## config.mk

```make
export PLATFORM = sky130hd
export DESIGN_NAME = data_path_gen_flat
export DESIGN_NICKNAME = d
export VERILOG_FILES = /design/src/rtl/data_path_gen_if.sv /design/src/rtl/data_path_gen.sv /design/src/flat_wrapper.sv
export SDC_FILE = /design/constraint.sdc
export NUM_CORES = 1
export LEC_CHECK = 0
export ABC_AREA = 0
export CAP_MARGIN = 0
export CORE_MARGIN = 2
export CORE_UTILIZATION = 61
export DETAILED_ROUTE_END_ITERATION = 16
export GPL_TIMING_DRIVEN = 0
export PLACE_DENSITY_LB_ADDON = 0.12
export SYNTH_ARGS = -nofsm -noshare
export SYNTH_HDL_FRONTEND = slang
export SYNTH_SLANG_ARGS = --single-unit
```

## constraint.sdc

```tcl
create_clock -name clk -period 10.7 [get_ports clk]
set_input_delay 1.605 -clock clk [delete_from_list [all_inputs] [get_ports clk]]
set_output_delay 1.605 -clock clk [all_outputs]
set_load 0.02 [all_outputs]
```

## src/rtl/data_path_gen_if.sv

```systemverilog
// Memory-side req/ack bus of the parametrised data path.
// The master drives address, data and request; the slave answers with ack and read data.
interface data_path_gen_if #(
    parameter int WIDTH = 8
);
    logic [WIDTH-1:0] mem_addr;
    logic [WIDTH-1:0] mem_wdata;
    logic             mem_we;
    logic             mem_req;
    logic             mem_ack;
    logic [WIDTH-1:0] mem_rdata;

    modport master (
        output mem_addr, mem_wdata, mem_we, mem_req,
        input  mem_ack, mem_rdata
    );

    modport slave (
        input  mem_addr, mem_wdata, mem_we, mem_req,
        output mem_ack, mem_rdata
    );
endinterface

```

## src/rtl/data_path_gen.sv

```systemverilog
// WIDTH-bit CPU data path with an NREGS-entry register file, PC/MAR/IR/MDR/CCR,
// and a wait-state-tolerant memory handshake that stalls all register updates.
module data_path_gen #(
    parameter  int WIDTH = 8,
    parameter  int NREGS = 4,
    localparam int RSEL  = $clog2(NREGS)
) (
    input  logic            clk,
    input  logic            reset,
    input  logic            ir_load,
    input  logic            mar_load,
    input  logic            pc_load,
    input  logic            pc_inc,
    input  logic            rf_we,
    input  logic [RSEL-1:0] rf_wsel,
    input  logic [RSEL-1:0] rf_asel,
    input  logic [RSEL-1:0] rf_bsel,
    input  logic [2:0]      alu_sel,
    input  logic            ccr_load,
    input  logic [1:0]      from_sel,
    input  logic [1:0]      to_sel,
    input  logic            mem_rd,
    input  logic            mem_wr,
    output logic [WIDTH-1:0] ir,
    output logic [3:0]      ccr,
    output logic            busy,
    data_path_gen_if.master mem
);
    typedef enum logic [1:0] {IDLE, REQ, DONE} state_e;

    state_e           state_q, state_d;
    logic [WIDTH-1:0] pc_q, pc_d, mar_q, mar_d, ir_q, ir_d, mdr_q, mdr_d;
    logic [WIDTH-1:0] addr_q, addr_d, wdata_q, wdata_d;
    logic             we_q, we_d;
    logic [3:0]       ccr_q, ccr_d;
    logic [WIDTH-1:0] rf_q [NREGS];
    logic [WIDTH-1:0] rf_d [NREGS];

    logic [WIDTH-1:0] reg_a, reg_b, to_bus, from_bus, alu_res;
    logic [WIDTH:0]   alu_ext;
    logic             flag_v;

    assign reg_a = rf_q[rf_asel];
    assign reg_b = rf_q[rf_bsel];

    // Logic ops are zero-extended so alu_ext[WIDTH] doubles as carry/borrow for every op.
    always_comb begin
        alu_ext = '0;
        flag_v  = 1'b0;
        unique case (alu_sel)
            3'b000: alu_ext = {1'b0, reg_a} + {1'b0, reg_b};
            3'b001: alu_ext = {1'b0, reg_a} - {1'b0, reg_b};
            3'b010: alu_ext = {1'b0, reg_a & reg_b};
            3'b011: alu_ext = {1'b0, reg_a | reg_b};
            3'b100: alu_ext = {1'b0, reg_a ^ reg_b};
            3'b101: alu_ext = {1'b0, ~reg_a};
            3'b110: alu_ext = {1'b0, reg_a} + (WIDTH+1)'(1);
            default: alu_ext = {1'b0, reg_a} - (WIDTH+1)'(1);
        endcase
        alu_res = alu_ext[WIDTH-1:0];
        unique case (alu_sel)
            3'b000: flag_v = (reg_a[WIDTH-1] == reg_b[WIDTH-1]) && (alu_res[WIDTH-1] != reg_a[WIDTH-1]);
            3'b001: flag_v = (reg_a[WIDTH-1] != reg_b[WIDTH-1]) && (alu_res[WIDTH-1] != reg_a[WIDTH-1]);
            3'b110: flag_v = !reg_a[WIDTH-1] && alu_res[WIDTH-1];
            3'b111: flag_v = reg_a[WIDTH-1] && !alu_res[WIDTH-1];
            default: flag_v = 1'b0;
        endcase
    end

    always_comb begin
        unique case (to_sel)
            2'b00:   to_bus = pc_q;
            2'b01:   to_bus = reg_a;
            2'b10:   to_bus = reg_b;
            default: to_bus = mar_q;
        endcase
        unique case (from_sel)
            2'b00:   from_bus = alu_res;
            2'b01:   from_bus = to_bus;
            2'b10:   from_bus = mdr_q;
            default: from_bus = '0;
        endcase
    end

    always_comb begin
        state_d = state_q;
        pc_d    = pc_q;
        mar_d   = mar_q;
        ir_d    = ir_q;
        mdr_d   = mdr_q;
        ccr_d   = ccr_q;
        addr_d  = addr_q;
        wdata_d = wdata_q;
        we_d    = we_q;
        rf_d    = rf_q;

        if (state_q == IDLE) begin
            if (ir_load)  ir_d  = from_bus;
            if (mar_load) mar_d = from_bus;
            if (pc_load)       pc_d = from_bus;
            else if (pc_inc)   pc_d = pc_q + 1'b1;
            if (rf_we)    rf_d[rf_wsel] = from_bus;
            if (ccr_load) ccr_d = {alu_res[WIDTH-1], alu_res == '0, flag_v, alu_ext[WIDTH]};
        end

        unique case (state_q)
            IDLE: begin
                if (mem_wr) begin
                    state_d = REQ;
                    addr_d  = mar_q;
                    we_d    = 1'b1;
                    wdata_d = to_bus;
                end else if (mem_rd) begin
                    state_d = REQ;
                    addr_d  = mar_q;
                    we_d    = 1'b0;
                end
            end
            REQ: begin
                if (mem.mem_ack) begin
                    if (!we_q) mdr_d = mem.mem_rdata;
                    state_d = DONE;
                end
            end
            default: state_d = IDLE;
        endcase
    end

    always_ff @(posedge clk or negedge reset) begin
        if (!reset) begin
            state_q <= IDLE;
            pc_q    <= '0;
            mar_q   <= '0;
            ir_q    <= '0;
            mdr_q   <= '0;
            ccr_q   <= '0;
            addr_q  <= '0;
            wdata_q <= '0;
            we_q    <= 1'b0;
            for (int unsigned i = 0; i < NREGS; i++) rf_q[i] <= '0;
        end else begin
            state_q <= state_d;
            pc_q    <= pc_d;
            mar_q   <= mar_d;
            ir_q    <= ir_d;
            mdr_q   <= mdr_d;
            ccr_q   <= ccr_d;
            addr_q  <= addr_d;
            wdata_q <= wdata_d;
            we_q    <= we_d;
            rf_q    <= rf_d;
        end
    end

    assign ir            = ir_q;
    assign ccr           = ccr_q;
    assign busy          = (state_q != IDLE);
    assign mem.mem_req   = (state_q == REQ);
    assign mem.mem_addr  = addr_q;
    assign mem.mem_wdata = wdata_q;
    assign mem.mem_we    = we_q;
endmodule

```

## src/flat_wrapper.sv

```systemverilog
// flat-port wrapper written by rule: the top's interface ports become plain ports
module data_path_gen_flat 
#(
    parameter  int WIDTH = 8,
    parameter  int NREGS = 4,
    localparam int RSEL  = $clog2(NREGS)
)
  (clk, reset, ir_load, mar_load, pc_load, pc_inc, rf_we, rf_wsel, rf_asel, rf_bsel, alu_sel, ccr_load, from_sel, to_sel, mem_rd, mem_wr, ir, ccr, busy, mem_mem_addr, mem_mem_wdata, mem_mem_we, mem_mem_req, mem_mem_ack, mem_mem_rdata);
  data_path_gen_if #(.WIDTH(WIDTH)) mem_i ();
  input  logic clk;
  input  logic reset;
  input  logic ir_load;
  input  logic mar_load;
  input  logic pc_load;
  input  logic pc_inc;
  input  logic rf_we;
  input  logic [RSEL-1:0] rf_wsel;
  input  logic [RSEL-1:0] rf_asel;
  input  logic [RSEL-1:0] rf_bsel;
  input  logic [2:0] alu_sel;
  input  logic ccr_load;
  input  logic [1:0] from_sel;
  input  logic [1:0] to_sel;
  input  logic mem_rd;
  input  logic mem_wr;
  output logic [WIDTH-1:0] ir;
  output logic [3:0] ccr;
  output logic busy;
  output wire logic [$bits(mem_i.mem_addr)-1:0] mem_mem_addr;
  output wire logic [$bits(mem_i.mem_wdata)-1:0] mem_mem_wdata;
  output wire logic [$bits(mem_i.mem_we)-1:0] mem_mem_we;
  output wire logic [$bits(mem_i.mem_req)-1:0] mem_mem_req;
  input wire logic [$bits(mem_i.mem_ack)-1:0] mem_mem_ack;
  input wire logic [$bits(mem_i.mem_rdata)-1:0] mem_mem_rdata;
  assign mem_mem_addr = mem_i.mem_addr;
  assign mem_mem_wdata = mem_i.mem_wdata;
  assign mem_mem_we = mem_i.mem_we;
  assign mem_mem_req = mem_i.mem_req;
  assign mem_i.mem_ack = mem_mem_ack;
  assign mem_i.mem_rdata = mem_mem_rdata;
  data_path_gen #(.WIDTH(WIDTH), .NREGS(NREGS)) u_core (.clk(clk), .reset(reset), .ir_load(ir_load), .mar_load(mar_load), .pc_load(pc_load), .pc_inc(pc_inc), .rf_we(rf_we), .rf_wsel(rf_wsel), .rf_asel(rf_asel), .rf_bsel(rf_bsel), .alu_sel(alu_sel), .ccr_load(ccr_load), .from_sel(from_sel), .to_sel(to_sel), .mem_rd(mem_rd), .mem_wr(mem_wr), .ir(ir), .ccr(ccr), .busy(busy), .mem(mem_i));
endmodule
```

# Word level (Yosys, flattened, before mapping)
# Cells that the tools add are included.
classes:
  eq_ne: 17
  reduce_logical: 24
  add_sub_neg: 5
  shifts: 0
  n_bitwise: 8
  multipliers: 0
  div: 0
  n_lt_le_gt_ge: 4
  muxes: 23
op_table:
  columns: ["cell", "n"]
  rows:
  - ["8-bit 2-to-1 mux", 9]
  - ["9-bit case mux with 7 select lines", 1]
  - ["8-bit case mux with 3 select lines", 2]
  - ["8-bit binary-select mux with 2-bit select", 2]
  - ["32-bit bitwise mux", 1]
  - ["8-bit demux with 2-bit select", 1]
  - ["2-bit AND reduction", 8]
  - ["3-bit equality test (second input constant)", 4]
  - ["8-bit by 1-bit adder with 9-bit output (second input constant)", 1]
  - ["8-bit by 8-bit adder with 9-bit output", 1]
  - ["3-bit greater-or-equal comparator (second input constant)", 3]
  - ["2-bit inverter with 3-bit output", 3]
  - ["8-bit by 1-bit subtractor with 9-bit output (second input constant)", 1]
  - ["8-bit by 8-bit subtractor with 9-bit output", 1]
  - ["8-bit by 1-bit adder with 8-bit output (second input constant)", 1]
  - ["8-bit AND", 1]
  - ["8-bit zero test", 1]
  - ["8-bit inverter", 1]
  - ["8-bit OR", 1]
  - ["8-bit bitwise XOR", 1]
  - ["2-bit by 1-bit equality test with 1-bit output (second input constant)", 3]
  - ["3-bit by 2-bit equality test with 1-bit output (second input constant)", 2]
  - ["2-bit zero test", 3]
  - ["2-bit 2-to-1 mux", 3]
  - ["other kinds (16)", 26]
totals:
  output_inout_bits: 31
  mem_bits_ro: 0
  latchBits: 0
  register_bits: 87
  in_bits: 32
  word_cells: 94
  mem_count: 0
  ramBits: 0

# Logic depth before layout (Yosys ltp)
# Gate-level depths: netlist of run 1.
depth:
  word_depth: 9
  depth_mapped: 19
  ltp_nobuf: 18

# Worst setup path after synthesis of run 1
# Ideal clock, no wire load.
synth_timing:
  kind: "input to register"
  start: "in rf_bsel[0]"
  end: "reg u_core.ccr_q[1] (netlist: u_core.ccr[1])"
  setup_slack_ps: 5238
  path_buffers: 1
  arrival_time_ps: 5380
  path_stages: 16
  cell_sequence: "buf_6 mux4_2 inv_1 ha_1 nand2b_1 nor4_1 mux2i_1 a22oi_1 ha_1 a21o_1 a22oi_1 o32ai_1 nor3_1 ha_1 or3b_2 a31oi_1"
synth_via:
  elab_chain_cells: 9
  word_cells_on_any_way: 19
synth_rtl:
  columns: ["item", "line", "rtl"]
  rows:
  - ["start, declared", "flat_wrapper.sv:19", "input logic [RSEL-1:0] rf_bsel;"]
  - ["2-bit inverter with 3-bit output (not written as such) *", "data_path_gen.sv:44", "assign reg_b = rf_q[rf_bsel];"]
  - ["8-bit binary-select mux with 2-bit select *", "data_path_gen.sv:44", null]
  - ["8-bit 2-to-1 mux (not written as such) * (2 in series)", "data_path_gen.sv:44", null]
  - ["8-bit by 8-bit subtractor with 9-bit output, or another cell as far along", "data_path_gen.sv:52", "3'b001: alu_ext = {1'b0, reg_a} - {1'b0, reg_b};"]
  - ["9-bit case mux with 7 select lines", "data_path_gen.sv:50", "unique case (alu_sel)"]
  - ["1-bit inequality test / 1-bit zero test (equally long branches)", "data_path_gen.sv:62, data_path_gen.sv:63, data_path_gen.sv:65", null]
  - ["1-bit logical AND, on equally long branches", "data_path_gen.sv:63, data_path_gen.sv:62, data_path_gen.sv:65", null]
  - ["1-bit case mux with 4 select lines *", "data_path_gen.sv:61", "unique case (alu_sel)"]
  - ["end signal, assigned", "data_path_gen.sv:147", "ccr_q <= ccr_d;"]
  - ["end, declared", "data_path_gen.sv:35", "logic [3:0] ccr_q, ccr_d;"]
# Every way passes the cells marked *; elsewhere a longest branch is shown, timed or not. The select of a mux whose other input is x is not followed.
# A chain may end at the register's enable or synchronous reset.

# Final worst setup path of run 1
layout_timing:
  start: "in rf_bsel[1]"
  end: "reg u_core.ccr_q[1] (netlist: u_core.ccr[1])"
# Same word-level chain as after synthesis.

==> metrics.cfg, run 1 <==
[clocking]
cts_setup_buffers = 0
cts_made_buffers = 9
cts_hold_buffers = 0
clock_latency_ns = 0.36
clock_sinks = 87
tritoncts = done
clkTransAtPathRegs_ns = 0.10
h-tree-depth = 3
cts_buffer_depth = 2
root_buffer = clkbuf_8
cts_resized = 0

[die]
start_util_pct = 62.24
core_area_mm2 = 0.008636
die_w_um = 97.87
die-height_um = 97.87
rows = 34
ios = 63
die_area_mm2 = 0.009579

[place]
dpl.hpwl_mm = 10.81
gp_congestion = 0.9713
port_buffers = 56
place_ws_ns = 4.352

[routing]
wl_mm = 14.29
vias = 4628
first_iter_violations = 297
drtAntennaViolNets = 0
drc = 0
drtPass1Iterations = 5
via_per_inst = 6.340
wl_per_cell_um = 19.57

[synth]
async_flop_share_pct = 100.0
ys_ff_latch = 87
yosys_most_used_dff = dfrtp_1
postSynthAreaPerCell_um2 = 9.791
synth_cells = 549
synth_cell_type_count = 57
syn-cell-area_mm2 = 0.005375
synth_edf_count = 0
synthesis.nets = 610
yosysWarnings = 0
ys_seq_area_share_pct = 40.50

[cells_and_area]
n_antenna_cell = 0
syn_to_final_growth_pct = 16.90
nets = 678
drive_gt1_share_pct = 11.58

[critical_path]
critPathBufInv = 2
cpPeakStageDelay_ns = 0.69
cp-start-kind = primary input
r2r_end = u_core.ccr[1]
path_delay_family = simple AND/OR/NAND/NOR gates
critPathSlowestCell = nor3_1
crit_type = in -> reg
path_max_fanout = 8
critPathLaunch = rf_bsel[1]
arrival_ns = 6.35
reg2reg_from = u_core.rf_q[9]
path_cells = clkbuf_1 -> mux4_2 -> inv_1 -> ha_1 -> nand2b_1 -> nor4_1 -> mux2i_1 -> a22oi_1 -> ha_1 -> a21o_1 -> a22oi_1 -> o32ai_1 -> nor3_1 -> ha_1 -> or3b_2 -> a31oi_1
required_ns = 10.99
reg2reg_depth = 15
rrSetupSlack_ns = 5.71
cp_common_cell = ha_1
cp-end-kind = flip-flop
crit_cells = 16
critical_path.endpoint = u_core.ccr[1]

[timing]
worst_slack_ns = 4.646
worst_pin_slew_ns = 1.377
setup_violations = 0
final_hold_viol_count = 0
tns_ns = 0
fin_skew_ns = 0.01407
slew_headroom_pct = 8.233
rsz0062_at_grt = false
max_freq_mhz = 165.2
maxSlewViolCount = 0
period_minus_slack_ns = 6.054
timing.final.crit_share_pct = 56.58

[grt]
grt_usage_pct = 30.79
gr-total-overflow = 0
grt_pass1_wl_mm = 22.98
grt_start_max_net_pins = 62
grt_pass1_vias = 4423
antenna_found_initial = 0

[pwr]
peakVddDrop_uv = 159.0
p_per_area_mw_per_mm2 = 286.5
total_power_mw = 1.801
leakage_nw = 2.631

[job]
cap_violations = 0

[hold_path]
hp-start = u_core.mem.mem_wdata[6]
hp-class = reg -> reg

[status]
status = completed

-- cells in the final DEF (no fill, tap or decap), types with 4 or more instances in the layout --
cell / netlist / final
inv_1: 25 / 25
mux2i_1: 7 / 7
a31oi_1: 5 / 5
nand2_1: 74 / 74
nor3_1: 9 / 9
nand2b_1: 6 / 6
nor2b_1: 9 / 9
a22oi_1: 8 / 8
clkbuf_1: 19 / 19
a21oi_1: 35 / 35
nor3b_1: 6 / 6
a211oi_1: 4 / 4
and2_1: 5 / 5
a21o_1: 4 / 4
nand3b_1: 4 / 4
o21ai_0: 24 / 24
dfrtp_1: 87 / 87
a221oi_2: 4 / 4
nand3_1: 5 / 5
clkbuf_8: 0 / 10
clkdlybuf4s50_1: 0 / 55
mux2_2: 23 / 23
mux4_2: 21 / 21
nor2_1: 50 / 50
a221oi_1: 4 / 4
ha_1: 28 / 28
o21ai_1: 30 / 30
-- flip-flops by register name (all words and copies together) (netlist names) --
name / cells
u_core.mem.mem_addr: 8
u_core.state_q: 2
u_core.mem.mem_we: 1
u_core.ccr: 4
u_core.pc_q: 8
u_core.mdr_q: 8
u_core.rf_q: 32
u_core.mem.mem_wdata: 8
u_core.mar_q: 8
u_core.ir: 8
-- stage by stage --
stage / instances / utilization, % / cell area [um2] / hold WS [ns]
2_1_floorplan: 549 / - / 5375 / 0.4612
3_3_place_gp: 713 / 70.30 / 6071 / 0.4664
3_5_place_dp: 714 / 70.59 / 6096 / 0.4785
4_1_cts: 730 / 72.76 / 6284 / 0.5043
5_1_grt: 730 / 72.76 / 6284 / 0.5213
6_report: 730 / 72.76 / 6284 / 0.4984
-- final cells by class --
| type | instances | area [um2] |
|---|---|---|
| Clock inverter | 6 | 50.05 |
| Sequential cell | 87 | 2177 |
| Clock buffer | 10 | 137.6 |
| Inverter | 26 | 97.59 |
| Fill cell | 660 | 2352 |
| Timing Repair Buffer | 57 | 585.6 |
| Multi-Input combinational cell | 411 | 2990 |
| Buffer | 25 | 110.1 |
| Tap cell | 108 | 135.1 |
-- cell families after synthesis --
logic type	synth area share, %
AOI/OAI and AO/OA	17.78
xor gates and xnor gates	0.4889
DFF	40.50
buffers and inverters	3.864
adders and majority gates	6.890
and+or+nand+nor	15.55
muxes	14.92
-- where the power goes --
part	internal, mW	total (mW)	switching (mW)
clock	0.0942	0.226	0.132
combinational	0.426	0.974	0.548
sequential	0.479	0.600	0.122
-- layer usage --
metal / routed length, um / vias to the layer above / global-route usage, %
met5: 0 / - / 0
met4: 466 / 0 / 12.29
met3: 897 / 37 / 4.939
met2: 6732 / 172 / 48.89
met1: 6191 / 2273 / 42.93
li1: - / 2146 / -
-- synthesized netlist by cell type (6+ instances only) --
| cell | count | area (um2) |
|---|---|---|
| nor3b_1 | 6 | 45.04 |
| inv_1 | 25 | 93.84 |
| a21oi_1 | 35 | 175.2 |
| a22oi_1 | 8 | 60.06 |
| mux2_2 | 23 | 259.0 |
| nor2_1 | 50 | 187.7 |
| nor2b_1 | 9 | 56.30 |
| nand2b_1 | 6 | 37.54 |
| clkbuf_1 | 19 | 71.32 |
| o21ai_0 | 24 | 120.1 |
| ha_1 | 28 | 350.3 |
| o21ai_1 | 30 | 150.1 |
| dfrtp_1 | 87 | 2177 |
| mux4_2 | 21 | 473.0 |
| mux2i_1 | 7 | 70.07 |
| nand2_1 | 74 | 277.8 |
| nor3_1 | 9 | 45.04 |
-- worst min-delay path by stage --
stage,endpoint,slack [ns],depth (start not counted)
6_report,u_core.mem.mem_wdata[6],0.50,1
5_1_grt,u_core.mem.mem_wdata[6],0.52,1
4_1_cts,u_core.mem.mem_wdata[6],0.50,1
3_5_place_dp,u_core.ir[7],0.48,2
3_3_place_gp,u_core.ir[5],0.47,2
2_1_floorplan,u_core.rf_q[5],0.46,2
(Power assumes the default switching activity.)
==> inputs of run 2 (changes only) <==
- CORE_UTILIZATION: 61 -> 57
- clock period: 10.7 -> 5.7 ns (I/O delays scaled with it)
==> metrics.cfg, run 2 (synthesis results as in run 1) <==
[status]
status = completed

[routing]
first_iter_violations = 332  ; +12%
wl_per_cell_um = 19.61  ; +0.20%
drc = 0  ; unchanged
vias = 4604  ; -0.52%
drtPass1Iterations = 5  ; unchanged
wl_mm = 14.37  ; +0.61%
drtAntennaViolNets = 0  ; unchanged
via_per_inst = 6.281  ; -0.93%

[cells_and_area]
top_register = u_core.rf_q
stdcell_count = 733  ; +0.41%
nets = 678  ; unchanged
syn_to_final_growth_pct = 16.85  ; about the same
largest_register_ffs = 32  ; unchanged
layout_common_cells = 87 x dfrtp_1, 74 x nand2_1, 55 x clkdlybuf4s50_1
layout_commonest_cell = dfrtp_1
n_antenna_cell = 0  ; unchanged
drive_gt1_share_pct = 11.58  ; unchanged

[place]
port_buffers = 56  ; unchanged
placed_cells = 717  ; +0.42%
place_ws_ns = 0.1723  ; -4.180 ns
gp_congestion = 0.8999  ; -7.4%
dpl.hpwl_mm = 10.86  ; +0.48%

[clocking]
cts_setup_buffers = 0  ; unchanged
clock_latency_ns = 0.36  ; about the same
h-tree-depth = 3  ; unchanged
root_buffer = clkbuf_8
cts_buffer_depth = 2  ; unchanged
cts_made_buffers = 9  ; unchanged
tritoncts = done
clkTransAtPathRegs_ns = 0.10  ; about the same
cts_hold_buffers = 0  ; unchanged
clock_sinks = 87  ; unchanged
cts_resized = 0  ; unchanged

[critical_path]
cpPeakStageDelay_ns = 0.68  ; about the same
reg2reg_depth = 15  ; unchanged
path_delay_family = simple AND/OR/NAND/NOR gates
required_ns = 5.98  ; -5.01 ns
critPathBufInv = 2  ; unchanged
path_max_fanout = 8  ; unchanged
cp_common_cell = ha_1
arrival_ns = 5.48  ; -0.87 ns
crit_type = in -> reg
critPathSlowestCell = nor3_1
crit_cells = 16  ; unchanged
cp-end-kind = flip-flop
path_cells = clkbuf_1 -> mux4_2 -> inv_1 -> ha_1 -> nand2b_1 -> nor4_1 -> mux2i_1 -> a22oi_1 -> ha_1 -> a21o_1 -> a22oi_1 -> o32ai_1 -> nor3_1 -> ha_1 -> or3b_2 -> a31oi_1
cp-start-kind = primary input

[grt]
gr-total-overflow = 0  ; unchanged
grt_start_max_net_pins = 67  ; +8.1%
grt_pass1_wl_mm = 22.89  ; -0.39%
grt_usage_pct = 29.32  ; -1.5 points
antenna_found_initial = 0  ; unchanged
grt_pass1_vias = 4447  ; +0.54%

[die]
ios = 63  ; unchanged
die-height_um = 101.1  ; +3.3%
start_util_pct = 58.45  ; -3.8 points
rows = 35  ; +2.9%
die_w_um = 101.1  ; +3.3%
core_area_mm2 = 0.009196  ; +6.5%
die_area_mm2 = 0.01022  ; +6.7%

[timing]
hold_slack_ns = 0.3822  ; -0.1162 ns
max_freq_mhz = 192.3
timing.final.crit_share_pct = 91.22
final_hold_viol_count = 0  ; unchanged
rsz0062_at_grt = false
period_minus_slack_ns = 5.200
fin_skew_ns = 0.01823  ; +0.004161 ns
worst_slack_ns = 0.5003  ; -4.145 ns
slew_headroom_pct = 17.58  ; +9.4 points
maxSlewViolCount = 0  ; unchanged
worst_pin_slew_ns = 1.236  ; -0.1403 ns
tns_ns = 0  ; unchanged
setup_violations = 0  ; unchanged

[pwr]
peakVddDrop_uv = 273.7  ; +72%
total_power_mw = 3.347  ; +86%
p_per_area_mw_per_mm2 = 532.9  ; +86%
leakage_nw = 2.629  ; about the same

[job]
cap_violations = 0  ; unchanged

[hold_path]
hp-class = in -> async

-- run 2: final cells by class --
cell class              count  area [um2]
clock inverters             6       43.79
clock buffers              10       137.6
plain buffers              25       110.1
inverters                  26       97.59
repair buffers             57       585.6
flip-flops and latches     87        2177
well taps                 111       138.9
fillers                   761        2915
multi-input cells         411        2990
-- run 2: power by group --
group          switching, mW  internal, mW  leakage, nW  total, mW
Clock                  0.234         0.172       0.0926      0.406
Sequential             0.230         0.899         1.09       1.13
Combinational           1.01         0.798         1.45       1.81
Total                   1.48          1.87         2.63       3.35
-- run 2: per-layer routing --
layer / track usage (%) / routed length [um]
met4: 13.41 / 527
met2: 46.00 / 6771
met3: 5.895 / 959
met5: 0 / 0
met1: 39.68 / 6115
-- run 2: worst paths after layout --
check                                          endpoint               startpoint  slack, ns
min in group clk                u_core.mem.mem_wdata[6]  u_core.mem.mem_wdata[6]       0.50
worst min-delay path                    u_core.mdr_q[5]                    reset       0.38
worst max-delay path                      u_core.ccr[1]               rf_bsel[1]       0.50
max in group asynchronous               u_core.mar_q[3]                    reset       4.70
worst min register to register  u_core.mem.mem_wdata[6]  u_core.mem.mem_wdata[6]       0.50
worst max register to register            u_core.ccr[1]          u_core.rf_q[25]       0.83
-- run 2: stage by stage --
stage	utilization [%]	cell area (um2)
after floorplan	-	5375
after global placement	66.05	6075
after detailed placement	66.33	6100
after CTS	68.30	6281
after global routing	68.30	6281
final	68.30	6281
==> inputs of run 3 (changes only) <==
- CAP_MARGIN: 0 -> default
==> results of run 3 <==
Final layout, timing and power as in run 2 (identical DEF).
